`src/rtl/from_serial_if.sv`:
```
// Chunk-stream and reassembled-word bundle for the from_serial deserializer.
// The master is the upstream serializer; the slave is the deserializer itself.
interface from_serial_if #(
  parameter int BW      = 16,
  parameter int CYCS    = 4,
  parameter int VEC_LEN = 27
) ();
  localparam int W = BW / CYCS;

  logic                       vld_in;
  logic [VEC_LEN-1:0][W-1:0]  in;
  logic                       vld_out;
  logic [VEC_LEN-1:0][BW-1:0] out;
  logic                       busy;

  modport master (
    output vld_in,
    output in,
    input  vld_out,
    input  out,
    input  busy
  );

  modport slave (
    input  vld_in,
    input  in,
    output vld_out,
    output out,
    output busy
  );
endinterface

```
`src/rtl/from_serial.sv`:
```
// Rebuilds BW-bit words per lane from CYCS narrow chunks, LSB chunk first,
// and presents them with a one-cycle valid pulse while the next word assembles.
module from_serial #(
  parameter int BW      = 16,
  parameter int CYCS    = 4,
  parameter int VEC_LEN = 27
) (
  input  logic         clock,
  input  logic         reset_n,
  from_serial_if.slave bus
);
  localparam int W  = BW / CYCS;
  localparam int CW = $clog2(CYCS);
  localparam logic [CW-1:0] LAST = CW'(CYCS - 1);

  if (CYCS < 2) begin : g_bad_cycs
    $error("from_serial: CYCS must be at least 2");
  end
  if ((BW % CYCS) != 0) begin : g_bad_bw
    $error("from_serial: BW must be a multiple of CYCS");
  end

  logic [CW-1:0]                cnt_q, cnt_d;
  logic [VEC_LEN-1:0][BW-W-1:0] acc_q, acc_d;
  logic [VEC_LEN-1:0][BW-1:0]   out_q, out_d;
  logic                         vld_q, vld_d;

  logic                         last_chunk;
  logic [VEC_LEN-1:0][BW-W-1:0] acc_shift;
  logic [VEC_LEN-1:0][BW-1:0]   word_done;

  assign last_chunk = (cnt_q == LAST);

  // New chunk enters at the top so chunk 0 ends up in the low bits of the word.
  for (genvar gi = 0; gi < VEC_LEN; gi++) begin : g_lane
    if (CYCS == 2) begin : g_single
      assign acc_shift[gi] = bus.in[gi];
    end else begin : g_shift
      assign acc_shift[gi] = {bus.in[gi], acc_q[gi][BW-W-1:W]};
    end
    assign word_done[gi] = {bus.in[gi], acc_q[gi]};
  end

  always_comb begin
    cnt_d = cnt_q;
    acc_d = acc_q;
    out_d = out_q;
    vld_d = 1'b0;
    if (bus.vld_in) begin
      if (last_chunk) begin
        // acc is left as is: the next word overwrites every bit of it.
        out_d = word_done;
        cnt_d = '0;
        vld_d = 1'b1;
      end else begin
        acc_d = acc_shift;
        cnt_d = cnt_q + 1'b1;
      end
    end
  end

  always_ff @(posedge clock or negedge reset_n) begin
    if (!reset_n) begin
      cnt_q <= '0;
      acc_q <= '0;
      out_q <= '0;
      vld_q <= 1'b0;
    end else begin
      cnt_q <= cnt_d;
      acc_q <= acc_d;
      out_q <= out_d;
      vld_q <= vld_d;
    end
  end

  assign bus.vld_out = vld_q;
  assign bus.out     = out_q;
  assign bus.busy    = (cnt_q != '0);
endmodule

```
`src/flat_wrapper.sv`:
```
// flat-port wrapper written by rule: the top's interface ports become plain ports
module from_serial_flat 
#(
  parameter int BW      = 16,
  parameter int CYCS    = 4,
  parameter int VEC_LEN = 27
)
  (clock, reset_n, bus_vld_in, bus_in, bus_vld_out, bus_out, bus_busy);
  from_serial_if #(.BW(BW), .CYCS(CYCS), .VEC_LEN(VEC_LEN)) bus_i ();
  input  logic clock;
  input  logic reset_n;
  input wire logic [$bits(bus_i.vld_in)-1:0] bus_vld_in;
  input wire logic [$bits(bus_i.in)-1:0] bus_in;
  output wire logic [$bits(bus_i.vld_out)-1:0] bus_vld_out;
  output wire logic [$bits(bus_i.out)-1:0] bus_out;
  output wire logic [$bits(bus_i.busy)-1:0] bus_busy;
  assign bus_i.vld_in = bus_vld_in;
  assign bus_i.in = bus_in;
  assign bus_vld_out = bus_i.vld_out;
  assign bus_out = bus_i.out;
  assign bus_busy = bus_i.busy;
  from_serial #(.BW(BW), .CYCS(CYCS), .VEC_LEN(VEC_LEN)) u_core (.clock(clock), .reset_n(reset_n), .bus(bus_i));
endmodule
```
`config.mk`:
```
export PLATFORM = sky130hd
export DESIGN_NAME = from_serial_flat
export DESIGN_NICKNAME = d
export VERILOG_FILES = /design/src/rtl/from_serial_if.sv /design/src/rtl/from_serial.sv /design/src/flat_wrapper.sv
export SDC_FILE = /design/constraint.sdc
export NUM_CORES = 1
export LEC_CHECK = 0
export CORE_ASPECT_RATIO = 1.4
export CORE_UTILIZATION = 56
export DETAILED_ROUTE_END_ITERATION = 16
export PLACE_DENSITY = 0.85
export SYNTH_ARGS = -nofsm -noshare
export SYNTH_HDL_FRONTEND = slang
export SYNTH_SLANG_ARGS = --single-unit
```
`constraint.sdc`:
```
create_clock -name clock -period 2.5 [get_ports clock]
set_input_delay 0.5 -clock clock [delete_from_list [all_inputs] [get_ports clock]]
set_output_delay 0.5 -clock clock [all_outputs]
set_load 0.1 [all_outputs]
```
# Yosys cells after proc, flatten, opt, wreduce, memory -nomap -nowiden
# Index checks and enable logic that the tools add are counted.
[word_totals] word_cells=65 out_inout_bits=434 inputBits=111 register_bits=759
[classes] reduce_logical=3 n_addsub=1 mux=3 n_eq_ne=1 bitwise=1
[op_table] cell="$reduce_and A2 Y1" count=2
[op_table] cell="$add A2 B1 Y2 const B" count=1
[op_table] cell="$eq A2 B2 Y1 const B" count=1
[op_table] cell="$mux W1" count=2
[op_table] cell="$mux W2" count=1
[op_table] cell="$reduce_bool A2 Y1" count=1
[op_table] cell="$not A1 Y1" count=1

# Depth between registers and ports, before layout
# Gate-level depths: netlist (run 1).
[depth] depth_word=3 mapped_depth=6 mapped_depth_nobuf=4

# Least setup slack after synthesis (run 1)
# Ideal clock, no wire load.
[synth_path] kind="register -> output" from="register u_core.cnt_q[0]" to="output port bus_busy" arrival_time_ns=1.155 setup_slack_ns=0.845 n_path_buf=0 required_time_ns=2.000 stages_incl_launch_ff=4 cell_sequence="dfrtp_1 inv_1 ha_1 inv_1"
[synth_via] elab_chain_cells=1
[synth_rtl] element="start: declaration" line="from_serial.sv:23" rtl="logic [CW-1:0] cnt_q, cnt_d;"
[synth_rtl] element="start signal: assignment" line="from_serial.sv:69" rtl="cnt_q <= cnt_d;"
[synth_rtl] element="$reduce_bool A2 Y1" line="from_serial.sv:78" rtl="assign bus.busy = (cnt_q != '0);"
[synth_rtl] element="end: declaration" line="flat_wrapper.sv:16" rtl="output wire logic [$bits(bus_i.busy)-1:0] bus_busy;"
# Every way passes these cells.

# Worst setup path after layout (run 1)
# Ends and elaborated chain as after synthesis.

==> results of run 1 <==
area by class of cell:
class / count / area [sq um] / area share [%]
sequential: 759 / 19000 / 52.8
multi-input combinational: 763 / 8580 / 23.9
timing repair buffer: 601 / 5180 / 14.4
clock buffer: 110 / 2140 / 5.94
tap: 643 / 805 / 2.24
clock inverter: 18 / 228 / 0.633
inverter: 4 / 22.5 / 0.0626
antenna: 2 / 5.00 / 0.0139
registers in the layout, indices dropped and copies added (netlist names):
signal,count
u_core.bus.out,432
u_core.acc_q,324
u_core.cnt_q,2
u_core.bus.vld_out,1
per-stage QoR:
stage | utilization [%] | area, sq um | hold slack (ns)
floorplan | - | 28300 | 0.204
global placement | 67.3 | 33600 | 0.438
detailed placement | 67.3 | 33600 | 0.441
CTS | 72.1 | 35900 | 0.383
global route | 72.1 | 35900 | 0.397
finish | 72.1 | 35900 | 0.392
critical path: stages (launching register included):
cell,delay (ns)
sky130_fd_sc_hd__dfrtp_1,0.35
sky130_fd_sc_hd__inv_1,0.07
sky130_fd_sc_hd__ha_1,0.20
sky130_fd_sc_hd__inv_1,0.07
sky130_fd_sc_hd__buf_4,0.29
routing by layer:
| layer | share of wire, % | routed length, microns |
|---|---|---|
| met1 | 36 | 23400 |
| met5 | 0 | 0 |
| met2 | 54 | 34300 |
| met4 | 3.7 | 2390 |
| met3 | 6.3 | 4050 |
timing repair:
item,4_1_cts,5_1_grt
endpoints found under the setup margin,0,0
endpoints found under the hold margin,23,0
hold buffers,1,0
placed cells by master, fill, tap and decap left out, types with 3 or more instances in the layout:
master	count
sky130_fd_sc_hd__clkinv_4	4
sky130_fd_sc_hd__clkbuf_8	15
sky130_fd_sc_hd__clkbuf_1	21
sky130_fd_sc_hd__clkdlybuf4s50_1	109
sky130_fd_sc_hd__mux2_2	400
sky130_fd_sc_hd__buf_12	31
sky130_fd_sc_hd__clkinv_2	6
sky130_fd_sc_hd__buf_4	459
sky130_fd_sc_hd__mux2_1	356
sky130_fd_sc_hd__inv_1	3
sky130_fd_sc_hd__dfrtp_1	759
sky130_fd_sc_hd__bufinv_16	4
sky130_fd_sc_hd__inv_6	3
sky130_fd_sc_hd__clkbuf_16	74
worst paths after layout:
check	from	to	slack, ns	cells after the start
setup / recovery	u_core.cnt_q[0]	bus_busy	0.40	4
hold / removal	reset_n	u_core.bus.out[140]	0.39	2
setup reg to reg	u_core.cnt_q[1]	u_core.bus.out[120]	0.79	6
hold reg to reg	u_core.acc_q[183]	u_core.acc_q[183]	0.48	1
max in group asynchronous	reset_n	u_core.bus.out[282]	1.12	3
min in group clock	u_core.acc_q[183]	u_core.acc_q[183]	0.48	1
cells in the mapped netlist:
master and instances:
sky130_fd_sc_hd__inv_1 3, sky130_fd_sc_hd__buf_2 13, sky130_fd_sc_hd__mux2_2 400, sky130_fd_sc_hd__buf_6 23
sky130_fd_sc_hd__buf_4 47, sky130_fd_sc_hd__nand2_1 1, sky130_fd_sc_hd__mux2i_1 1, sky130_fd_sc_hd__ha_1 2
sky130_fd_sc_hd__mux2_1 356, sky130_fd_sc_hd__nand2b_1 1, sky130_fd_sc_hd__dfrtp_1 759, sky130_fd_sc_hd__o21ai_0 1
sky130_fd_sc_hd__nand2_2 1, sky130_fd_sc_hd__inv_2 1
cells by family after synthesis:
kind of cell | count (synthesis) | synth area share, %
compound gates | 1 | 0.0177
fa+ha+maj | 2 | 0.0886
buf+inv | 87 | 2.45
flops | 759 | 67.2
mux | 757 | 30.2
simple gates | 3 | 0.0576
==> Implementation_results.wiki, run 1 <==
{| class="wikitable"
! Metric !! Value
|-
| Port buffer count || 544
|-
| Met3 layer usage reported by global route || under 10%
|-
| Total clock buffers created by CTS || 70
|-
| Initial Utilization || 56.6%
|-
| Die Span X || 192 microns
|-
| Layout cell share with drive strength beyond 1 || 44.4%
|-
| Crit share post-route || 83.9%
|-
| Syn. warnings || 0
|-
| TritonCTS clock tree || done
|-
| Max-slew headroom || 58.7%
|-
| Final estimated routing congestion in global placement || 0.834
|-
| Longest Clk Path Bufs || 3
|-
| Final count of hold timing violations || 0
|-
| Synthesized cell area || around 0.028 sq mm
|-
| Final setup margin || between 0.4 and 0.5 ns
|-
| Number of H-tree levels || 3
|-
| Required arrival time at the worst endpoint || approximately 2 ns
|-
| Postcts setup bufs || 0
|-
| Setup WS pre-CTS || 0.157 ns
|-
| Total of flip-flops plus latches after synthesis || about 760
|-
| Global Route met2 Usage || roughly 45%
|-
| Type of the worst min-delay path || in2async
|-
| Wire length of the first global-routing pass || 98100 microns
|-
| Result of the run || finished clean
|-
| Clock transition at the register clock pins on the worst setup and hold paths after CTS || 0.06 ns
|-
| Worst Clk Skew || 0.0199 ns
|-
| Non-filler instance count after layout || just under 3000
|-
| Data arrival, critical path || 1.60 ns
|-
| Part of the Yosys area used for sequential elements || 67.2%
|-
| Number of DRC violations after detailed-routing iteration 0 || 553
|-
| Area growth from synthesis to layout || 27.2%
|-
| Number of cells in the design after placement || 2769
|-
| Worst-skew pair later-pin latency || 0.61 ns
|-
| Final #Nets || around 2300
|-
| Final number of max-transition violations || 0
|-
| Minimum period implied by the final worst setup slack || 2.10 ns
|-
| Post-Synthesis Net Count || between 1500 and 2000
|-
| Master cell of the clock root buffer || sky130_fd_sc_hd__clkbuf_16
|-
| Area of the die || a little over 0.05 sq mm
|-
| Core area || 0.0499 sq mm
|-
| Capturing element type of the critical path || output port
|-
| Cts repair resizes || 0
|-
| Vertical die dimension || 268 microns
|-
| Top fanout value on the critical path || 2
|-
| Overall routing resource usage || between 20% and 30%
|-
| Drt first pass iters || 7
|-
| Cell accounting for the most synthesized area || sky130_fd_sc_hd__dfrtp_1
|-
| Kind of launch point of the worst setup path || flop
|-
| Antenna-violating nets left || 0
|-
| Wire length per cell || 22.1 microns
|-
| Via count || approximately 16000
|-
| GR Layer Usage met1 || 28.1%
|-
| Site row count || 97
|-
| Clock sink count || ~760
|-
| Critical setup path kind || reg2out
|-
| Final TNS setup || 0 ns
|-
| Filler cell count in the final layout || approximately 3000
|-
| Final global-route overflow total || 0
|-
| Vias per Instance || about 5.4
|-
| Number of global-route vias before repair || 17177
|-
| Count of unique library cells instantiated by Yosys || 14
|-
| Slew at the pin closest to its max-slew limit || slightly above 0.6 ns
|-
| Unrepaired setup endpoints after global routing || no
|-
| Mean Syn Cell Area || between 15 and 20 sq um
|-
| Number of remaining DRC errors || 0
|-
| Top cells by area in the synthesized netlist || sky130_fd_sc_hd__dfrtp_1, sky130_fd_sc_hd__mux2_2, sky130_fd_sc_hd__mux2_1
|-
| Antenna violations before repair || 1
|-
| Drt total wl || roughly 64000 microns
|-
| Syn Inst Count || about 1600
|-
| Number of maximum-capacitance violations || 0
|-
| Layer carrying the most global-route usage || met2
|-
| Largest net degree at the start of global routing || 114
|-
| Achievable clock frequency || ~0.48 GHz
|-
| Final Setup Violations || 0
|-
| Top cell type's share of synthesized area || 67.2%
|-
| Total I/O pin count || 545
|-
| DP HPWL || around 45000 microns
|}
Power of run 1 is left out: the tool's default activity adds up to more than one toggle a clock period on the data nets, which glitch-free logic cannot reach.
==> run 2, diff against run 1 <==
--- a/config.mk
+++ b/config.mk
@@ -6,9 +6,9 @@
 export NUM_CORES = 1
 export LEC_CHECK = 0
 export CORE_ASPECT_RATIO = 1.4
-export CORE_UTILIZATION = 56
+export CORE_UTILIZATION = 52
 export DETAILED_ROUTE_END_ITERATION = 16
-export PLACE_DENSITY = 0.85
+export PLACE_DENSITY = 0.8
 export SYNTH_ARGS = -nofsm -noshare
 export SYNTH_HDL_FRONTEND = slang
 export SYNTH_SLANG_ARGS = --single-unit
==> constraint.sdc (replaced) <==
create_clock -name clock -period 2.1 [get_ports clock]
set_input_delay 0.42 -clock clock [delete_from_list [all_inputs] [get_ports clock]]
set_output_delay 0.42 -clock clock [all_outputs]
set_load 0.1 [all_outputs]
==> Implementation_results.wiki, run 2 (synthesized netlist as in run 1, its figures left out) <==
{| class="wikitable"
! Metric !! Value
|-
| Result of the run || finished clean
|-
| Final estimated routing congestion in global placement || 0.810 (-2.9%)
|-
| Top fanout value on the critical path || 2 (unchanged)
|-
| Filler cell count in the final layout || 3546 (+17%)
|-
| Final TNS setup || 0 ns (unchanged)
|-
| Unrepaired setup endpoints after global routing || no
|-
| Cts repair resizes || 0 (unchanged)
|-
| Drt total wl || 62000 microns (-3.3%)
|-
| Capturing element type of the critical path || output port
|-
| Antenna-violating nets left || 0 (unchanged)
|-
| Most common library cell in the layout ignoring fill and taps || sky130_fd_sc_hd__dfrtp_1
|-
| Postcts setup bufs || 0 (unchanged)
|-
| Total I/O pin count || 545 (unchanged)
|-
| Achievable clock frequency || approximately 0.52 GHz
|-
| Number of maximum-capacitance violations || 0 (unchanged)
|-
| Overall routing resource usage || 23.0% (-2.1 points)
|-
| Clock sink count || 759 (unchanged)
|-
| Master cell of the clock root buffer || sky130_fd_sc_hd__clkbuf_16
|-
| Multi-input combinational cell area || 0.00858 sq mm (unchanged)
|-
| Vertical die dimension || 278 microns (+3.7%)
|-
| Area of the die || 0.0553 sq mm (+7.6%)
|-
| Required arrival time at the worst endpoint || 1.68 ns (-0.32 ns)
|-
| Antenna violations before repair || 0 (-1)
|-
| Worst Clk Skew || 0.0241 ns (+0.00419 ns)
|-
| Port buffer count || 544 (unchanged)
|-
| Via count || 15554 (-1.2%)
|-
| Total clock buffers created by CTS || 71 (+1.4%)
|-
| Area growth from synthesis to layout || 28.1%
|-
| Final number of max-transition violations || 0 (unchanged)
|-
| Final setup margin || 0.178 ns (-0.225 ns)
|-
| Number of H-tree levels || 3 (unchanged)
|-
| Die Span X || 199 microns (+3.7%)
|-
| Drt first pass iters || 4 (-3)
|-
| Critical setup path kind || reg2out
|-
| Max FFs per register || 432 (unchanged)
|-
| Top library cells by usage in the layout, fill and taps aside || sky130_fd_sc_hd__dfrtp_1, sky130_fd_sc_hd__buf_4, sky130_fd_sc_hd__mux2_2
|-
| Data arrival, critical path || 1.50 ns (-0.10 ns)
|-
| Ant. Diodes || 0 (-2)
|-
| Number of global-route vias before repair || 17123 (-0.31%)
|-
| Type of the worst min-delay path || in2async
|-
| Number of buffers added to fix hold violations after cts || 1 (unchanged)
|-
| Register area || 0.0190 sq mm (unchanged)
|-
| Wire length of the first global-routing pass || 97800 microns (-0.31%)
|-
| Max-slew headroom || 68.0% (+9.3 points)
|-
| Vias per Instance || 5.21 (-4.1%)
|-
| Final Setup Violations || 0 (unchanged)
|-
| Site row count || 100 (+3.1%)
|-
| Final count of hold timing violations || 0 (unchanged)
|-
| Longest Clk Path Bufs || 3 (unchanged)
|-
| Setup WS pre-CTS || -0.0550 ns (-0.212 ns)
|-
| Largest net degree at the start of global routing || 93 (-18%)
|-
| TritonCTS clock tree || done
|-
| Core area || 0.0534 sq mm (+7.1%)
|-
| DP HPWL || 44700 microns (-0.46%)
|-
| Minimum period implied by the final worst setup slack || between 1.5 and 2 ns
|-
| Initial Utilization || 52.9% (-3.8 points)
|-
| Worst-skew pair later-pin latency || 0.60 ns (about the same)
|-
| Number of remaining DRC errors || 0 (unchanged)
|-
| Final #Nets || 2330 (+0.78%)
|-
| Final global-route overflow total || 0 (unchanged)
|-
| Slew at the pin closest to its max-slew limit || 0.479 ns (-0.139 ns)
|-
| Crit share post-route || 91.5%
|-
| Kind of launch point of the worst setup path || flop
|-
| Layout cell share with drive strength beyond 1 || 45.4% (+1.0 points)
|-
| Number of DRC violations after detailed-routing iteration 0 || 321 (-42%)
|-
| Wire length per cell || 20.8 microns (-6.1%)
|-
| Clock transition at the register clock pins on the worst setup and hold paths after CTS || 0.06 ns (about the same)
|}
-- run 2: layout make-up --
cell class	count	area share (%)
repair buffers	618	14.8
multi-input cells	763	23.7
clock inverters	36	0.989
inverters	4	0.0622
clock buffers	92	5.54
flip-flops and latches	759	52.5
well taps	714	2.47
-- run 2: final timing paths --
check	startpoint	endpoint	slack, ns	cells past startpoint
worst min register to register	u_core.acc_q[0]	u_core.bus.out[0]	0.48	1
worst max-delay path	u_core.cnt_q[0]	bus_busy	0.18	4
worst min-delay path	reset_n	u_core.bus.out[140]	0.34	2
max in group asynchronous	reset_n	u_core.acc_q[131]	0.90	3
min in group clock	bus_in[33]	u_core.acc_q[105]	0.44	2
worst max register to register	u_core.cnt_q[0]	u_core.bus.out[251]	0.42	6
-- run 2: critical path, stage by stage (launching register included) --
cell and delay, ns:
sky130_fd_sc_hd__dfrtp_1 0.36, sky130_fd_sc_hd__inv_1 0.07, sky130_fd_sc_hd__ha_1 0.20, sky130_fd_sc_hd__inv_1 0.10, sky130_fd_sc_hd__buf_12 0.18
-- run 2: metal layers --
metal	part of all wire [%]	wire length [microns]	GRT usage (%)	vias up
met5	0	0	0	-
met4	3.8	2390	10.3	0
met2	52	32100	40.0	456
met3	6.6	4090	6.04	106
met1	38	23400	26.4	8098
li1	-	-	-	6894
-- run 2: through the flow --
step | std cells | area (sq um) | hold WS, ns | util, %
floorplan | 1609 | 28300 | 0.124 | -
global placement | 2857 | 33800 | 0.372 | 63.3
detailed placement | 2857 | 33800 | 0.370 | 63.3
CTS | 2986 | 36200 | 0.315 | 67.8
global route | 2986 | 36200 | 0.338 | 67.8
finish | 2986 | 36200 | 0.337 | 67.8
Power of run 2 is left out for the same reason.
==> run 3, diff against run 2 <==
--- a/config.mk
+++ b/config.mk
@@ -6,6 +6,7 @@
 export NUM_CORES = 1
 export LEC_CHECK = 0
 export CORE_ASPECT_RATIO = 1.4
+export CORE_MARGIN = 1.5
 export CORE_UTILIZATION = 52
 export DETAILED_ROUTE_END_ITERATION = 16
 export PLACE_DENSITY = 0.8
==> Implementation_results.wiki, run 3 (synthesized netlist as in run 1, its figures left out) <==
{| class="wikitable"
! Metric !! Value
|-
| Cts repair resizes || 0 (unchanged)
|-
| Number of H-tree levels || 3 (unchanged)
|-
| Max-slew headroom || 67.8% (-0.25 points)
|-
| Minimum period implied by the final worst setup slack || 1.91 ns (-0.0114 ns)
|-
| Number of buffers added to fix hold violations after cts || 1 (unchanged)
|-
| Final std cell area, no fill || 0.0364 sq mm (+0.43%)
|-
| Non-filler instance count after layout || 3000 (+0.47%)
|-
| Total I/O pin count || 545 (unchanged)
|-
| Postcts setup bufs || 0 (unchanged)
|-
| Vias per Instance || 5.26 (+0.91%)
|-
| Layout cell share with drive strength beyond 1 || 45.4% (-0.059 points)
|-
| Top fanout value on the critical path || 2 (unchanged)
|-
| Number of DRC violations after detailed-routing iteration 0 || 452 (+41%)
|-
| Wire length per cell || 21.3 microns (+2.8%)
|-
| Capturing element type of the critical path || output port
|-
| Drt total wl || 64000 microns (+3.3%)
|-
| Unrepaired setup endpoints after global routing || no
|-
| Final estimated routing congestion in global placement || 0.796 (-1.8%)
|-
| Die Span X || 200 microns (+0.50%)
|-
| Multi-input combinational cell area || 0.00858 sq mm (unchanged)
|-
| Drt first pass iters || 4 (unchanged)
|-
| Worst Hold Slack || 0.308 ns (-0.0285 ns)
|-
| Result of the run || finished clean
|-
| Total clock buffers created by CTS || 70 (-1.4%)
|-
| Site row count || 100 (unchanged)
|-
| Total met3 wirelength after detailed routing || 4170 microns (+1.9%)
|-
| Clock transition at the register clock pins on the worst setup and hold paths after CTS || 0.06 ns (about the same)
|-
| Register area || 0.0190 sq mm (unchanged)
|-
| Achievable clock frequency || 0.523 GHz (+0.60%)
|-
| Area after DPL || 0.0341 sq mm (+0.69%)
|-
| Final Core Density || 68.0% (+0.29 points)
|-
| Top library cells by usage in the layout, fill and taps aside || sky130_fd_sc_hd__dfrtp_1, sky130_fd_sc_hd__buf_4, sky130_fd_sc_hd__mux2_2
|-
| Largest net degree at the start of global routing || 91 (-2.2%)
|-
| Antenna-violating nets left || 0 (unchanged)
|-
| Overall routing resource usage || 23.4% (+0.36 points)
|-
| Critical setup path kind || reg2out
|-
| Final count of hold timing violations || 0 (unchanged)
|-
| Routed length on met2 || 33200 microns (+3.3%)
|-
| Port buffer count || 544 (unchanged)
|-
| TritonCTS clock tree || done
|-
| Final global-route overflow total || 0 (unchanged)
|-
| Final Setup Violations || 0 (unchanged)
|-
| DP HPWL || 46200 microns (+3.3%)
|-
| Wire length of the first global-routing pass || 99800 microns (+2.0%)
|-
| Top Layer Used || met5
|-
| Vertical die dimension || 279 microns (+0.36%)
|-
| Met1 WL || 23600 microns (+1.1%)
|-
| Final number of max-transition violations || 0 (unchanged)
|-
| Kind of launch point of the worst setup path || flop
|-
| Longest Clk Path Bufs || 3 (unchanged)
|-
| Filler cell count in the final layout || 3553 (+0.20%)
|-
| Most common library cell in the layout ignoring fill and taps || sky130_fd_sc_hd__dfrtp_1
|-
| Clock sink count || 759 (unchanged)
|-
| Number of global-route vias before repair || 17457 (+2.0%)
|-
| Final #Nets || 2350 (+0.86%)
|-
| Type of the worst min-delay path || in2async
|-
| Via count || 15769 (+1.4%)
|-
| Area of the die || 0.0558 sq mm (+0.86%)
|-
| Number of remaining DRC errors || 0 (unchanged)
|-
| Data arrival, critical path || 1.49 ns (about the same)
|-
| Core area || 0.0534 sq mm (unchanged)
|-
| Slew at the pin closest to its max-slew limit || 0.483 ns (+0.00372 ns)
|-
| Max FFs per register || 432 (unchanged)
|-
| Worst-skew pair later-pin latency || 0.61 ns (about the same)
|-
| Required arrival time at the worst endpoint || 1.68 ns (about the same)
|-
| Crit share post-route || 91.0% (-0.54 points)
|-
| Number of cells in the design after placement || 2878 (+0.74%)
|-
| Number of maximum-capacitance violations || 0 (unchanged)
|-
| Initial Utilization || 52.9% (unchanged)
|-
| Antenna violations before repair || 2 (+2)
|-
| Ant. Diodes || 0 (unchanged)
|-
| Area growth from synthesis to layout || 28.7%
|-
| Worst Clk Skew || 0.0270 ns (+0.00288 ns)
|-
| Master cell of the clock root buffer || sky130_fd_sc_hd__clkbuf_16
|}
-- run 3: per-layer routing --
layer | up-vias | global-route usage (%)
li1 | 6935 | -
met1 | 8219 | 26.7
met2 | 467 | 40.4
met3 | 146 | 6.14
met4 | 2 | 11.1
met5 | - | 0
-- run 3: per-stage QoR --
stage / setup TNS [ns] / setup WS [ns]
after floorplan: 0 / 0.517
after global placement: -15.36 / -0.0664
after detailed placement: -14.19 / -0.0768
after CTS: 0 / 0.134
after global routing: 0 / 0.109
final: 0 / 0.189
-- run 3: path summary, 6_finish.rpt --
kind / startpoint / end / slack (ns) / cells after the start
worst max register to register: u_core.cnt_q[0] / u_core.bus.out[330] / 0.45 / 6
worst min register to register: u_core.bus.out[19] / u_core.bus.out[19] / 0.48 / 1
worst min-delay path: reset_n / u_core.acc_q[104] / 0.31 / 2
min in group clock: bus_in[106] / u_core.acc_q[322] / 0.43 / 2
max in group asynchronous: reset_n / u_core.bus.out[299] / 0.91 / 4
worst max-delay path: u_core.cnt_q[0] / bus_busy / 0.19 / 4
-- run 3: cell type report --
cell class	count	share of cell area (%)
sequential	759	52.2
multi-input combinational	763	23.6
timing repair buffer	639	15.4
clock buffer	98	5.47
tap	714	2.46
clock inverter	23	0.823
inverter	4	0.0620
-- run 3: worst max-delay path: stages, from the launching register on --
cell and delay (ns):
sky130_fd_sc_hd__dfrtp_1 0.35, sky130_fd_sc_hd__inv_1 0.07, sky130_fd_sc_hd__ha_1 0.20, sky130_fd_sc_hd__inv_1 0.10
sky130_fd_sc_hd__buf_12 0.18
Power of run 3 is left out for the same reason.
